===== src/rtl/config_uart_loader.sv =====
`default_nettype none
`timescale 1ns/1ps
// =====================================================================
// config_uart_loader : framed UART packet receiver feeding config words
// Rev 1.0
// =====================================================================
module config_uart_loader #(
  parameter int          CLK_DIV        = 174,
  parameter int          WORD_BYTES     = 4,
  parameter int          MODE           = 0,
  parameter int          TIMEOUT_CYCLES = 16776,
  parameter logic [23:0] PKT_ID         = 24'h00AAFF
) (
  input  logic                    CLK,
  input  logic                    resetn,
  input  logic                    Rx,
  output logic [8*WORD_BYTES-1:0] WriteData,
  output logic                    WriteStrobe,
  output logic                    ComActive,
  output logic [7:0]              Command,
  output logic [15:0]             ByteCount,
  output logic                    Done,
  output logic                    ChecksumOk,
  output logic [2:0]              ErrFlags
);
  localparam int WW = 8 * WORD_BYTES;
  localparam int TW = $clog2(CLK_DIV);
  localparam int OW = $clog2(TIMEOUT_CYCLES + 1);
  localparam int IW = (WORD_BYTES > 1) ? $clog2(WORD_BYTES) : 1;

  typedef enum logic [1:0] {RX_IDLE, START, BITS, STOP} bitState_t;
  typedef enum logic [3:0] {IDLE, ID0, ID1, ID2, CMD, LEN_H, LEN_L, DATA, SUM_H, SUM_L} pktState_t;

  logic [1:0] rstSync;
  logic       rstnInt;

  // Reset asserts asynchronously and releases two clocks later.
  always_ff @(posedge CLK or negedge resetn) begin
    if (!resetn) rstSync <= 2'b00;
    else         rstSync <= {rstSync[0], 1'b1};
  end
  assign rstnInt = rstSync[1];

  bitState_t       bitState;
  logic            rxMeta, rxs;
  logic [TW-1:0]   bitTimer;
  logic [2:0]      bitCnt;
  logic [7:0]      shiftReg, rxByte;
  logic            byteValid, frameErr;

  always_ff @(posedge CLK or negedge rstnInt) begin
    if (!rstnInt) begin
      rxMeta    <= 1'b1;
      rxs       <= 1'b1;
      bitState  <= RX_IDLE;
      bitTimer  <= '0;
      bitCnt    <= '0;
      shiftReg  <= '0;
      rxByte    <= '0;
      byteValid <= 1'b0;
      frameErr  <= 1'b0;
    end else begin
      rxMeta    <= Rx;
      rxs       <= rxMeta;
      byteValid <= 1'b0;
      frameErr  <= 1'b0;
      case (bitState)
        RX_IDLE: if (!rxs) begin
          bitState <= START;
          bitTimer <= TW'(CLK_DIV / 2 - 1);
        end
        START: if (bitTimer != '0) bitTimer <= bitTimer - 1'b1;
          else if (rxs) bitState <= RX_IDLE;
          else begin
            bitState <= BITS;
            bitTimer <= TW'(CLK_DIV - 1);
            bitCnt   <= '0;
          end
        BITS: if (bitTimer != '0) bitTimer <= bitTimer - 1'b1;
          else begin
            shiftReg <= {rxs, shiftReg[7:1]};
            bitTimer <= TW'(CLK_DIV - 1);
            bitCnt   <= bitCnt + 1'b1;
            if (bitCnt == 3'd7) bitState <= STOP;
          end
        STOP: if (bitTimer != '0) bitTimer <= bitTimer - 1'b1;
          else begin
            if (rxs) begin
              byteValid <= 1'b1;
              rxByte    <= shiftReg;
            end else begin
              frameErr  <= 1'b1;
            end
            bitState <= RX_IDLE;
          end
        default: bitState <= RX_IDLE;
      endcase
    end
  end

  pktState_t     pktState;
  logic          hexMode, nibPhase;
  logic [3:0]    hiNib, hexNib;
  logic          hexOk;
  logic [15:0]   pktLen, checksum;
  logic [7:0]    sumHi, payByte;
  logic [IW-1:0] byteIdx;
  logic [WW-1:0] asmWord, newWord;
  logic [OW-1:0] toCnt;
  logic          toReload, toExpire, lastByte, wordFull;

  always_comb begin
    hexNib = '0;
    hexOk  = 1'b1;
    if (rxByte >= 8'h30 && rxByte <= 8'h39)
      hexNib = rxByte[3:0];
    else if ((rxByte >= 8'h41 && rxByte <= 8'h46) || (rxByte >= 8'h61 && rxByte <= 8'h66))
      hexNib = rxByte[3:0] + 4'd9;
    else
      hexOk = 1'b0;
  end

  assign payByte  = hexMode ? {hiNib, hexNib} : rxByte;
  assign lastByte = (ByteCount + 16'd1 == pktLen);
  assign wordFull = (byteIdx == IW'(WORD_BYTES - 1));

  // Bytes land MSB-first; the first byte of a word starts from a zero word.
  always_comb begin
    newWord = (byteIdx == '0) ? '0 : asmWord;
    for (int i = 0; i < WORD_BYTES; i++)
      if (byteIdx == IW'(i)) newWord[8*(WORD_BYTES-1-i) +: 8] = payByte;
  end

  assign toReload = (pktState == IDLE) || (bitState != RX_IDLE) || byteValid;
  assign toExpire = !toReload && (toCnt == '0);

  always_ff @(posedge CLK or negedge rstnInt) begin
    if (!rstnInt) begin
      pktState    <= IDLE;
      WriteData   <= '0;
      WriteStrobe <= 1'b0;
      ComActive   <= 1'b0;
      Command     <= '0;
      ByteCount   <= '0;
      Done        <= 1'b0;
      ChecksumOk  <= 1'b0;
      ErrFlags    <= '0;
      hexMode     <= 1'b0;
      nibPhase    <= 1'b0;
      hiNib       <= '0;
      pktLen      <= '0;
      checksum    <= '0;
      sumHi       <= '0;
      byteIdx     <= '0;
      asmWord     <= '0;
      toCnt       <= '0;
    end else begin
      WriteStrobe <= 1'b0;
      Done        <= 1'b0;
      if (toReload)         toCnt <= OW'(TIMEOUT_CYCLES);
      else if (toCnt != '0) toCnt <= toCnt - 1'b1;

      if (pktState == IDLE) begin
        // The falling edge that launches a byte also opens a new packet.
        if (bitState == RX_IDLE && !rxs) begin
          pktState   <= ID0;
          ErrFlags   <= '0;
          ChecksumOk <= 1'b0;
          ByteCount  <= '0;
          checksum   <= '0;
          byteIdx    <= '0;
          nibPhase   <= 1'b0;
        end
      end else if (frameErr) begin
        ErrFlags[1] <= 1'b1;
        pktState    <= IDLE;
        ComActive   <= 1'b0;
      end else if (toExpire) begin
        ErrFlags[2] <= 1'b1;
        pktState    <= IDLE;
        ComActive   <= 1'b0;
      end else if (byteValid) begin
        case (pktState)
          ID0: pktState <= (rxByte == PKT_ID[23:16]) ? ID1 : IDLE;
          ID1: pktState <= (rxByte == PKT_ID[15:8])  ? ID2 : IDLE;
          ID2: pktState <= (rxByte == PKT_ID[7:0])   ? CMD : IDLE;
          CMD: if (rxByte[6:0] == 7'd1 || rxByte[6:0] == 7'd2) begin
            Command  <= rxByte;
            hexMode  <= (MODE == 1) ? 1'b1 : (MODE == 2) ? 1'b0 : rxByte[7];
            pktState <= LEN_H;
          end else begin
            pktState <= IDLE;
          end
          LEN_H: begin
            pktLen[15:8] <= rxByte;
            pktState     <= LEN_L;
          end
          LEN_L: begin
            pktLen[7:0] <= rxByte;
            if ({pktLen[15:8], rxByte} == 16'd0) pktState <= SUM_H;
            else begin
              pktState  <= DATA;
              ComActive <= 1'b1;
            end
          end
          DATA: begin
            if (hexMode && !hexOk) begin
              ErrFlags[0] <= 1'b1;
            end else if (hexMode && !nibPhase) begin
              hiNib    <= hexNib;
              nibPhase <= 1'b1;
            end else begin
              nibPhase  <= 1'b0;
              checksum  <= checksum + {8'h00, payByte};
              ByteCount <= ByteCount + 16'd1;
              if (wordFull || lastByte) begin
                WriteData   <= newWord;
                WriteStrobe <= 1'b1;
                byteIdx     <= '0;
              end else begin
                asmWord <= newWord;
                byteIdx <= byteIdx + 1'b1;
              end
              if (lastByte) begin
                pktState  <= SUM_H;
                ComActive <= 1'b0;
              end
            end
          end
          SUM_H: begin
            sumHi    <= rxByte;
            pktState <= SUM_L;
          end
          SUM_L: begin
            ChecksumOk <= ({sumHi, rxByte} == checksum);
            Done       <= 1'b1;
            pktState   <= IDLE;
          end
          default: pktState <= IDLE;
        endcase
      end
    end
  end
endmodule
`default_nettype wire


===== config.mk =====
export PLATFORM = sky130hd
export DESIGN_NAME = config_uart_loader
export DESIGN_NICKNAME = d
export VERILOG_FILES = /design/src/rtl/config_uart_loader.sv
export SDC_FILE = /design/constraint.sdc
export NUM_CORES = 1
export LEC_CHECK = 0
export CORE_MARGIN = 4
export CORE_UTILIZATION = 60
export DETAILED_ROUTE_END_ITERATION = 6
export HOLD_SLACK_MARGIN = 0.02
export PLACE_DENSITY = 0.83
export SKIP_LAST_GASP = 1
export SYNTH_ARGS = -nofsm -noshare
export SYNTH_HDL_FRONTEND = slang
export SYNTH_SLANG_ARGS = --single-unit

===== constraint.sdc =====
create_clock -name CLK -period 6.65 [get_ports CLK]
set_input_delay 1.6625 -clock CLK [delete_from_list [all_inputs] [get_ports CLK]]
set_output_delay 1.6625 -clock CLK [all_outputs]
set_load 0.03 [all_outputs]

# Yosys cells after proc, flatten, opt, wreduce, memory -nomap -nowiden
# Cells that the tools add are included.
totals:
  reg_bits: 197
  inputBits: 3
  output_inout_bits: 63
  wordCells: 266
classes:
  addsub: 7
  order_cmp: 6
  eq_ne: 42
  muxes: 117
  bitwise_logic: 7
  reduce_logical: 56
ops:
  columns: ["operator", "count"]
  rows:
  - ["two-way mux 16 bit", 15]
  - ["two-way mux 8 bit", 10]
  - ["two-way mux 1 bit", 49]
  - ["two-way mux 4 bit", 11]
  - ["two-way mux 2 bit", 17]
  - ["equality test 16 bit", 2]
  - ["two-way mux 32 bit", 1]
  - ["case mux 4 bit (8 select lines)", 1]
  - ["case mux 8 bit (4 select lines)", 1]
  - ["two-way mux 15 bit", 2]
  - ["AND reduction 5 bit", 6]
  - ["two-way mux 3 bit", 7]
  - ["AND reduction 7 bit", 3]
  - ["inequality test 2 bit, second input constant", 9]
  - ["AND reduction 6 bit", 3]
  - ["nonzero test 2 bit", 9]
  - ["adder 16 x 1 -> 16 bit, second input constant", 1]
  - ["adder 16 x 8 -> 16 bit", 1]
  - ["equality test 4 x 3 -> 1 bit, second input constant", 4]
  - ["equality test 8 bit, second input constant", 2]
  - [">= comparator 8 x 7 -> 1 bit, second input constant", 2]
  - ["<= comparator 8 x 7 -> 1 bit, second input constant", 2]
  - ["zero test 16 bit", 1]
  - ["inequality test 4 bit, second input constant", 4]
  - ["other kinds (37)", 72]

# Depth between registers and ports, before layout
logic_depth:
  word_depth: 14
  depth_mapped: 18

# Worst setup path after synthesis
# No wires, ideal clock.
synth_path:
  path_type: "reg-to-reg"
  startpoint: "reg rxByte[0]"
  endpoint: "reg checksum[10]"
  setup_ns: 0.132
  t_arrival_ns: 3.532
  t_required_ns: 6.518
  slack_ns: 2.986
  path_stages_with_launch: 17
  path_buffers: 1
  period_less_slack_ns: 3.664
  path_cell_list: "dfrtp_1 clkbuf_1 inv_1 ha_1 o21ba_2 o21ai_0 nand2_1 o31ai_1 ha_1 a21o_1 a21oi_1 nor2b_1 o21a_1 o21ba_2 nand3_1 xor2_1 nor2_1"
synth_via:
  elab_chain_len: 14
synth_lines:
  columns: ["item", "line", "rtl"]
  rows:
  - ["start, declared", "48", "logic [7:0] shiftReg, rxByte;"]
  - ["start signal, assigned", "90", "rxByte <= shiftReg;"]
  - [">= comparator 8 x 7 -> 1 bit or <= comparator 8 x 7 -> 1 bit (tied branches)", "117", "else if ((rxByte >= 8'h41 && rxByte <= 8'h46) || (rxByte >= 8'h61 && rxByte <= 8'h66))"]
  - ["logical AND 1 bit", "117", null]
  - ["logical OR 1 bit", "117", null]
  - ["two-way mux 4 bit", "117", null]
  - ["two-way mux 4 bit", "115", "if (rxByte >= 8'h30 && rxByte <= 8'h39)"]
  - ["two-way mux 8 bit", "123", "assign payByte = hexMode ? {hiNib, hexNib} : rxByte;"]
  - ["adder 16 x 8 -> 16 bit", "214", "checksum <= checksum + {8'h00, payByte};"]
  - ["two-way mux 16 bit", "209", "end else if (hexMode && !nibPhase) begin"]
  - ["two-way mux 16 bit", "207", "if (hexMode && !hexOk) begin"]
  - ["two-way mux 16 bit", "183", "case (pktState)"]
  - ["two-way mux 16 bit", "182", "end else if (byteValid) begin"]
  - ["two-way mux 16 bit", "178", "end else if (toExpire) begin"]
  - ["two-way mux 16 bit", "174", "end else if (frameErr) begin"]
  - ["two-way mux 16 bit", "163", "if (pktState == IDLE) begin"]
  - ["end signal, assigned", "214", null]
  - ["end, declared", "105", "logic [15:0] pktLen, checksum;"]
# Several ways; a longest one is shown, not always the timed one. The select of a mux whose other input is x is not followed.
# A chain may end at the register's enable or synchronous reset.

# Worst setup path in the final report
layout_path:
  startpoint: "reg rxByte[1]"
  endpoint: "reg checksum[11]"
# The elaborated chain is that of the path after synthesis.

==> results.md <==
* Outcome: completed
* Post-synth EDFFs at 0
* Clock skew at 0.0110 ns
* Dpl hpwl at 15900 um
* Clock buffer depth at 2
* Initial antenna violation count at 0
* Largest delay contributor family on the critical path: compound AO/OA/AOI/OAI gates
* Cells after Synth at ~950
* WL final at about 23000 um
* Cts hold-fix bufs at 0
* Clock Sink Count at 196
* CTS tree: built
* Relative slew slack at 0.285
* YS warnings at 0
* Total track usage at 0.257
* Slew Limit Fails at 0
* Yosys reg bits at 196
* Critical-path top delay cell: o31ai_1
* Final Hold Viols at 0
* GR Util met1 at 0.359
* Worst Max-Slew Pin Slew at 1.06 ns
* Hold slack at 0.358 ns
* Crit path launch type: flip-flop
* Chip Width at 137 um
* Clock latency on the worst-skew pair at 0.44 ns
* Area delta synth->final at 13.6%
* Post-route ant nets at 0
* Placer congestion estimate at 0.890
* Met2 usage at 0.407
* Fmax at ~0.23 GHz
* Max cap viols at 0
* # diodes at 0
* Routed via count at 7537
* Unique cell type count in the Yosys netlist at 78
* Largest net degree at the start of global routing at 69
* Number of I/O port buffers at 65
* Cell Chain, Critical Path: inv_1 -> ha_1 -> o21ba_2 -> o21ai_0 -> nand2_1 -> o31ai_1 -> ha_1 -> a21o_1 -> a2111oi_0 -> nor3_1 -> nand4_1 -> xnor2_1 -> and2_1
* HP Class: flip-flop to flip-flop
* Die ar. at 18800 um^2
* Ys flop type: dfrtp_1
* WS Path Type: flip-flop to flip-flop
* Post-synthesis average cell area at 10.6 um^2
* Syn nets at between 900 and 1000
* Vias in the first global route at 7404
* Total power at ~2.8 mW
* Final nets at 1029
* RSZ-0062 raised after global routing: false
* # DRC at 0
* I/O pin total at 66
* Detail-routed via count per cell at 6.15
* Root Driver: clkbuf_16
* Minimum clock period at 4.42 ns
* First-pass GRT wire length at roughly 38000 um
* Required @ worst endpoint at 6.98 ns
* Sequential cell area fraction in the yosys report at 0.490
* Setup crit end kind: flip-flop
* Post-DR wirelength/cell at 18.9 um
* Core box area at ~16000 um^2
* CTS buffer count at 17
* Period Utilization, post-route at 0.665
* Worst path arrival time at 4.75 ns
* Crit Path Max Fanout at 10
* CP dominant cell by count: ha_1
* Post-cts repair resize count at 0
* Synth Cell Area at 10000 um^2
* Lkg Pwr at 5.28 nW
* GRT overflow at 0
* Busiest grt layer: met2
* Crit path largest cell delay at 0.94 ns
* Bufs and invs on worst path at 1
* Setup violators final at 0
* Rows at 46
* Initial DRC Count at between 700 and 800
* Worst-path clk slew at 0.07 ns
* Asr flop ratio synth at 1.00
* Peak supply drop at 250 uV
* Met3 usage at 0.0548
* Share of cells above drive strength 1 at 0.111
* Die height at roughly 140 um
* Core Util, Final at 0.706
* Sum of negative setup slack at 0 ns
* Setup repair bufs after CTS at 0
* PwrDens at 250 nW/um^2
* Detailed Routing Iterations Pass 1 at 5
* Initial core utilization at 0.622
* CTS H-Tree Depth at 4
power by group:
part | switching, mW | total [mW] | internal, mW
clock | 0.470 | 1.04 | 0.570
combinational | 0.310 | 0.479 | 0.170
sequential | 0.0738 | 1.32 | 1.25
total | 0.854 | 2.84 | 1.99
synth_stat cells (all sizes together) (12+ instances only):
master  number  area [um^2]
buf         12         87.6
dfrtp      194         4850
mux2        79          897
inv         29          109
nand4       12         96.3
a21oi       46          234
xnor2       43          377
nor2b       14         87.6
nor2        75          299
and2        14         87.6
nand2       75          292
a22o        34          298
nand3       23          115
nor4        12          105
xor2        19          166
ha          28          350
o21ai       75          379
clkbuf      30          113
nor3        22          115
per-stage QoR:
step	std cells	setup slack [ns]	area (um^2)
final	1226	2.23	11400
after global routing	1226	1.90	11400
after CTS	1226	2.24	11400
after detailed placement	1194	2.31	10800
after global placement	1194	2.61	10800
after floorplan	949	0.787	10000
final cells by class:
| type | instances | area [um^2] |
|---|---|---|
| repair buffers | 71 | 696 |
| multi-input cells | 682 | 4800 |
| fillers | 1171 | 4730 |
| clock buffers | 19 | 443 |
| well taps | 216 | 270 |
| inverters | 29 | 109 |
| flip-flops and latches | 196 | 4910 |
| clock inverters | 13 | 148 |
state kept, by name, summed over array words and instances (netlist names), 15 cells and up, named ones only:
name       cells
ByteCount     16
WriteData     32
asmWord       32
checksum      16
pktLen        16
toCnt         15
path summary, 6_finish.rpt:
kind                            depth (start not counted)            to  slack, ns  startpoint
worst max-delay path                                   13  checksum[11]       2.23   rxByte[1]
worst min-delay path                                    0           rxs       0.36      rxMeta
worst max register to register                         13  checksum[11]       2.23   rxByte[1]
worst min register to register                          0           rxs       0.36      rxMeta
max in group asynchronous                               1      toCnt[2]       4.85  rstSync[1]
min in group asynchronous                               0    Command[3]       0.44  rstSync[1]
worst reg2reg max path: stages, from the launching register on:
cell	delay, ns
dfrtp_1	0.56
inv_1	0.17
ha_1	0.26
o21ba_2	0.25
o21ai_0	0.21
nand2_1	0.18
o31ai_1	0.94
ha_1	0.42
a21o_1	0.20
a2111oi_0	0.50
nor3_1	0.22
nand4_1	0.17
xnor2_1	0.07
and2_1	0.15
cell usage in the layout, fill, tap and decap left out, types with 4 or more instances in the layout:
cell type and count:
a21o_1 5, a21oi_1 45, a22o_1 34, and2_1 13, and3_1 6, buf_4 6
clkbuf_16 17, clkdlybuf4s50_1 65, dfrtp_1 193, ha_1 28, inv_1 29, mux2_1 29
mux2_2 48, mux2i_1 6, nand2_1 73, nand3_1 23, nand4_1 10, nor2_1 72
nor2b_1 14, nor3_1 21, nor3b_1 4, nor4_1 10, o211ai_1 4, o21a_1 5
o21ai_0 70, o21ai_1 4, o2bb2ai_1 7, o31ai_1 8, or2_2 4, or3_1 8
xnor2_1 43, xor2_1 19
per-layer routing:
layer	share of wire	vias to the layer above
li1	-	3477
met1	0.44	3776
met2	0.48	246
met3	0.062	38
met4	0.018	0
met5	0	-
cells by family (layout without fill, tap and decap cells):
| family | count (synthesis) | count (layout) | synth area share |
|---|---|---|---|
| flops | 196 | 196 | 0.490 |
| xor+xnor | 62 | 62 | 0.0542 |
| compound gates | 217 | 217 | 0.142 |
| other cells | 1 | 1 | 0.000374 |
| fa+ha+maj | 29 | 29 | 0.0370 |
| buf+inv | 71 | 132 | 0.0308 |
| mux | 85 | 85 | 0.0955 |
| simple gates | 288 | 288 | 0.150 |
Note: power is estimated with default switching activity, not from simulation.
